===== src/rtl/tick_recover.sv =====
// Brings the four stopwatch divider outputs into clk_in: synchronise, rising-edge strobe, per-channel period watchdog.
// Optional TICK_RECOVER_SECCNT_EN adds a 16-bit seconds counter driven by the 1Hz strobe.
module tick_recover #(
  parameter int SYNC_STAGES  = 2,
  parameter int PERIOD_FAST  = 250000,
  parameter int PERIOD_BLINK = 25000000,
  parameter int PERIOD_2HZ   = 50000000,
  parameter int PERIOD_1HZ   = 100000000,
  parameter int TOL_SHIFT    = 4,
  parameter int CNT_W        = 27
) (
  input  logic       clk_in,
  input  logic       rst,
  input  logic       fast_in,
  input  logic       blink_in,
  input  logic       hz2_in,
  input  logic       hz1_in,
  input  logic       fault_clr,
  output logic [3:0] tick,
  output logic [3:0] fault,
  output logic       locked
`ifdef TICK_RECOVER_SECCNT_EN
  ,
  output logic [15:0] sec_count
`endif
);

  typedef enum logic [1:0] {
    WAIT_FIRST = 2'd0,
    RUN        = 2'd1,
    FAULT      = 2'd2
  } state_t;

  localparam logic [2:0] PRIME_DONE = 3'(SYNC_STAGES + 1);

  logic [3:0] din;
  logic [3:0] run_vec;
  logic [2:0] prime_q, prime_d;
  logic       prime_done;
  logic       locked_q, locked_d;

  assign din = {hz1_in, hz2_in, blink_in, fast_in};

  // Edge detection stays off until the synchroniser and prev flop hold real samples,
  // so an input already high when rst releases is not mistaken for a rising edge.
  always_comb begin
    prime_d = prime_q;
    if (prime_q != PRIME_DONE) prime_d = prime_q + 3'd1;
    locked_d = &run_vec;
  end

  assign prime_done = (prime_q == PRIME_DONE);

  always_ff @(posedge clk_in or posedge rst) begin
    if (rst) begin
      prime_q  <= '0;
      locked_q <= 1'b0;
    end else begin
      prime_q  <= prime_d;
      locked_q <= locked_d;
    end
  end

  assign locked = locked_q;

  for (genvar i = 0; i < 4; i++) begin : g_ch
    localparam int PERIOD = (i == 0) ? PERIOD_FAST :
                            (i == 1) ? PERIOD_BLINK :
                            (i == 2) ? PERIOD_2HZ : PERIOD_1HZ;
    localparam logic [CNT_W-1:0] LIMIT = CNT_W'(PERIOD + (PERIOD >> TOL_SHIFT));

    state_t                 state_q, state_d;
    logic [SYNC_STAGES-1:0] sync_q, sync_d;
    logic                   prev_q, prev_d;
    logic                   tick_q, tick_d;
    logic                   strobe;
    logic [CNT_W-1:0]       cnt_q, cnt_d, cnt_inc;

    // A strobe zeroes the counter in the cycle it would otherwise reach LIMIT, so it beats the timeout.
    always_comb begin
      sync_d  = {sync_q[SYNC_STAGES-2:0], din[i]};
      prev_d  = sync_q[SYNC_STAGES-1];
      strobe  = sync_q[SYNC_STAGES-1] & ~prev_q & prime_done;
      tick_d  = strobe;
      cnt_inc = (cnt_q == LIMIT) ? cnt_q : cnt_q + CNT_W'(1);
      cnt_d   = strobe ? '0 : cnt_inc;
      state_d = state_q;
      case (state_q)
        WAIT_FIRST: begin
          if (strobe) state_d = RUN;
          else if (cnt_inc == LIMIT) state_d = FAULT;
        end
        RUN: begin
          if (!strobe && (cnt_inc == LIMIT)) state_d = FAULT;
        end
        default: state_d = state_q;
      endcase
      if (fault_clr) begin
        state_d = WAIT_FIRST;
        cnt_d   = '0;
      end
    end

    always_ff @(posedge clk_in or posedge rst) begin
      if (rst) begin
        state_q <= WAIT_FIRST;
        sync_q  <= '0;
        prev_q  <= 1'b0;
        tick_q  <= 1'b0;
        cnt_q   <= '0;
      end else begin
        state_q <= state_d;
        sync_q  <= sync_d;
        prev_q  <= prev_d;
        tick_q  <= tick_d;
        cnt_q   <= cnt_d;
      end
    end

    assign tick[i]    = tick_q;
    assign fault[i]   = (state_q == FAULT);
    assign run_vec[i] = (state_q == RUN);
  end

`ifdef TICK_RECOVER_SECCNT_EN
  logic [15:0] sec_q, sec_d;

  always_comb begin
    sec_d = sec_q;
    if (fault_clr) sec_d = '0;
    else if (tick[3] && !fault[3]) sec_d = sec_q + 16'd1;
  end

  always_ff @(posedge clk_in or posedge rst) begin
    if (rst) sec_q <= '0;
    else     sec_q <= sec_d;
  end

  assign sec_count = sec_q;
`endif

endmodule


===== config.mk =====
export PLATFORM = sky130hd
export DESIGN_NAME = tick_recover
export DESIGN_NICKNAME = d
export VERILOG_FILES = /design/src/rtl/tick_recover.sv
export SDC_FILE = /design/constraint.sdc
export NUM_CORES = 1
export LEC_CHECK = 0
export ABC_AREA = 1
export ABC_CLOCK_PERIOD_IN_PS = 14300
export BUFFER_PORTS_ARGS = -buffer_cell sky130_fd_sc_hd__buf_2
export CORE_AREA = 2 2 148 136
export CTS_CLUSTER_SIZE = 20
export DETAILED_ROUTE_END_ITERATION = 7
export DIE_AREA = 0 0 150 138
export PLACE_DENSITY_LB_ADDON = 0.3
export SLEW_MARGIN = 15
export SYNTH_ARGS = -nofsm -noshare
export SYNTH_HDL_FRONTEND = slang
export SYNTH_SLANG_ARGS = --single-unit

===== constraint.sdc =====
create_clock -name clk_in -period 14.3 [get_ports clk_in]
set_input_delay 3.575 -clock clk_in [delete_from_list [all_inputs] [get_ports clk_in]]
set_output_delay 3.575 -clock clk_in [all_outputs]
set_load 0.05 [all_outputs]

==> flow_summary_export.csv <==
group,metric,value,unit
placed_design,gp_congestion,0.918,
floorplan,ios,16,
grt,use_met1,30.9,%
sta,rsz0062_at_grt,"no",
synth,synth_area,8510,µm²
synth,synth_seq_area_share,40.0,%
route,drt-wirelength-per-cell,13.2,µm
sta,report.final.hold_viol_count,0,
cells_and_area,instances_no_fill,1549,
grt,track_usage,20.4,%
power,power_density,92.1,nW/µm²
flow_run,maxCapViolations,0,
worst_setup_path,critical_path.startpoint_type,"flip-flop",
synth,synth_area_leaders,"dfrtp_1, nand2_1, nor2_1, inv_1, nand3_1",
synth,postSynthCellCount,1263,
cells_and_area,n_antenna_cell,0,
grt,grt.met2_usage,30.1,%
route,dr.pass1.iters,5,
cts,post_cts_buffers,0,
placed_design,dp_cells,1517,
worst_setup_path,crit_family,"flip-flops",
sta,max_freq,203,MHz
synth,synth-seq-cells,136,
sta,setup_viol,0,
grt,grt_most_used_layer,"met1",
floorplan,die_area,20700,µm²
route,vias,7679,
worst_setup_path,cp.required,10.72,ns
grt,grt_antenna_before_repair,1,
floorplan,die_x,150,µm
synth,synth_top_area_share,40.0,%
power,p_leak,4.13,nW
worst_setup_path,worstPathArrival,1.35,ns
worst_setup_path,cp_slowest_cell,"dfrtp_1",
cells_and_area,final_common_cell,"nand2_1",
placed_design,place_hpwl,15100,µm
grt,grt_first_pass_wirelength,34200,µm
route,first_iter_violations,676,
worst_hold_path,hp-class,"reg2reg",
power,ir_drop,72.4,µV
floorplan,coreArea,19400,µm²
cts,cts_tree,"yes",
route,final_antenna_net_count,0,
sta,min_period,4.92,ns
grt,grt_pass1_vias,7043,
cells_and_area,fin_nets,1298,
synth,ys_types,32,
run_status,outcome,"completed",
grt,met3_usage,4.19,%
synth,synth.largest_area_cell,"dfrtp_1",
placed_design,io_buffers,15,
cts,h-tree-depth,4,
worst_setup_path,crit_buf_inv,1,
sta,maxSlewHeadroom,34.5,%
route,drc,0,
grt,grt_max_degree,75,
floorplan,die_y,138,µm
cts,clkTransAtPathRegs,0.06,ns
cts,insertion_delay,0.43,ns
floorplan,rows,49,
sta,finalSetupTns,0,ns
cts,cts_buffers,17,
sta,min_period_over_period,34.4,%
cts,clk_path_buf_depth,2,
floorplan,start_util,43.9,%
cells_and_area,drive_gt1_share,6.49,%
cts,ctsRootBufferMaster,"clkbuf_16",
sta,slew_violations,0,
worst_setup_path,critical_path.cell_chain,"nor2_1, buf_2",
route,vias_per_cell,4.96,
cts,cts_resized,0,
worst_setup_path,critPathKind,"reg2out",
sta,tightestPinTransition,0.980,ns
cts,hold_buffers,0,
cells_and_area,layout_common_cells,"nand2_1, nor2_1, inv_1",
cells_and_area,fillers,1988,
worst_setup_path,endpoint_kind,"output port",
synth,yosys_warnings,0,
synth,syn_nets,1280,
cells_and_area,syn_to_final_growth,10.3,%
synth,syn_avg_cell_area,6.73,µm²
grt,grt-ovfl-total,0,
worst_setup_path,critPathMaxStageDelay,0.41,ns
sta,fin_skew,0.00764,ns
worst_setup_path,cp_max_fo,4,
route,routed_wl,20400,µm
cts,cts_num_sinks,136,
-- Yosys cell counts (all sizes together) --
cell type / count
inv: 160
nand2: 361
ha: 10
nand3: 100
nor4: 1
nand3b: 1
nand4: 30
a21oi: 31
nor2: 311
or2: 1
xnor2: 16
buf: 6
nor3: 29
o21bai: 1
dfrtp: 136
clkinv: 2
o21ai: 12
clkbuf: 11
xor2: 44
-- through the flow --
| step | hold WS [ns] | cell area [µm²] | util [%] | setup slack (ns) | power (mW) |
|---|---|---|---|---|---|
| final | 0.347 | 9380 | 48.4 | 9.38 | 0.864 |
| after global routing | 0.355 | 9380 | 48.4 | 9.29 | 0.900 |
| after CTS | 0.349 | 9380 | 48.4 | 9.35 | 0.872 |
| after detailed placement | 0.335 | 8810 | 45.5 | 9.18 | 0.444 |
| after global placement | 0.332 | 8810 | 45.5 | 9.21 | 0.444 |
| after floorplan | 0.331 | 8510 | - | 7.09 | 0.434 |
-- power breakdown --
part / internal (mW) / switching [mW]
combinational: 0.00884 / 0.0323
clock: 0.243 / 0.184
sequential: 0.391 / 0.00494
total: 0.642 / 0.222
-- cell type report --
class	count	area, µm²	share of cell area [%]
Clock buffer	17	425	4.53
Tap cell	255	319	3.40
Clock inverter	15	146	1.56
Timing Repair Buffer	16	82.6	0.880
Sequential cell	136	3400	36.3
Inverter	162	613	6.53
Multi-Input combinational cell	948	4390	46.8
-- per-layer routing --
layer  share of wire (%)  wire [µm]  up-vias
met5                   0          0        -
met4                0.96        196        0
met3                 4.6        939       19
met2                  44       9000      178
met1                  50      10300     3536
li1                    -          -     3946
-- state kept, by name, indices dropped and copies added (netlist names) --
name	cells
locked	1
g_ch.prev_q	4
g_ch.sync_q	8
g_ch.tick_q	4
g_ch.cnt_q	108
g_ch.state_q	8
prime_q	3
-- cell families (layout without fill, tap and decap cells) --
group,count (synthesis),count (layout),synth area share (%)
and+or+nand+nor,834,834,41.4
buffers and inverters,179,210,8.34
DFF,136,136,40.0
xor gates and xnor gates,60,60,6.18
AOI/OAI and AO/OA,44,44,2.62
adders and majority gates,10,10,1.47
-- worst paths after layout --
| kind | start | to | slack (ns) | cells past startpoint |
|---|---|---|---|---|
| setup / recovery | g_ch[3].state_q[0] | fault[3] | 9.38 | 2 |
| hold / removal | g_ch[2].sync_q[0] | g_ch[2].sync_q[1] | 0.35 | 0 |
| setup reg to reg | prime_q[0] | g_ch[3].state_q[1] | 11.70 | 13 |
| hold reg to reg | g_ch[2].sync_q[0] | g_ch[2].sync_q[1] | 0.35 | 0 |
| max in group asynchronous | rst | g_ch[0].cnt_q[17] | 9.75 | 3 |
| min in group asynchronous | rst | g_ch[1].tick_q | 3.22 | 2 |
No activity file was read; power rests on OpenSTA's default activity.
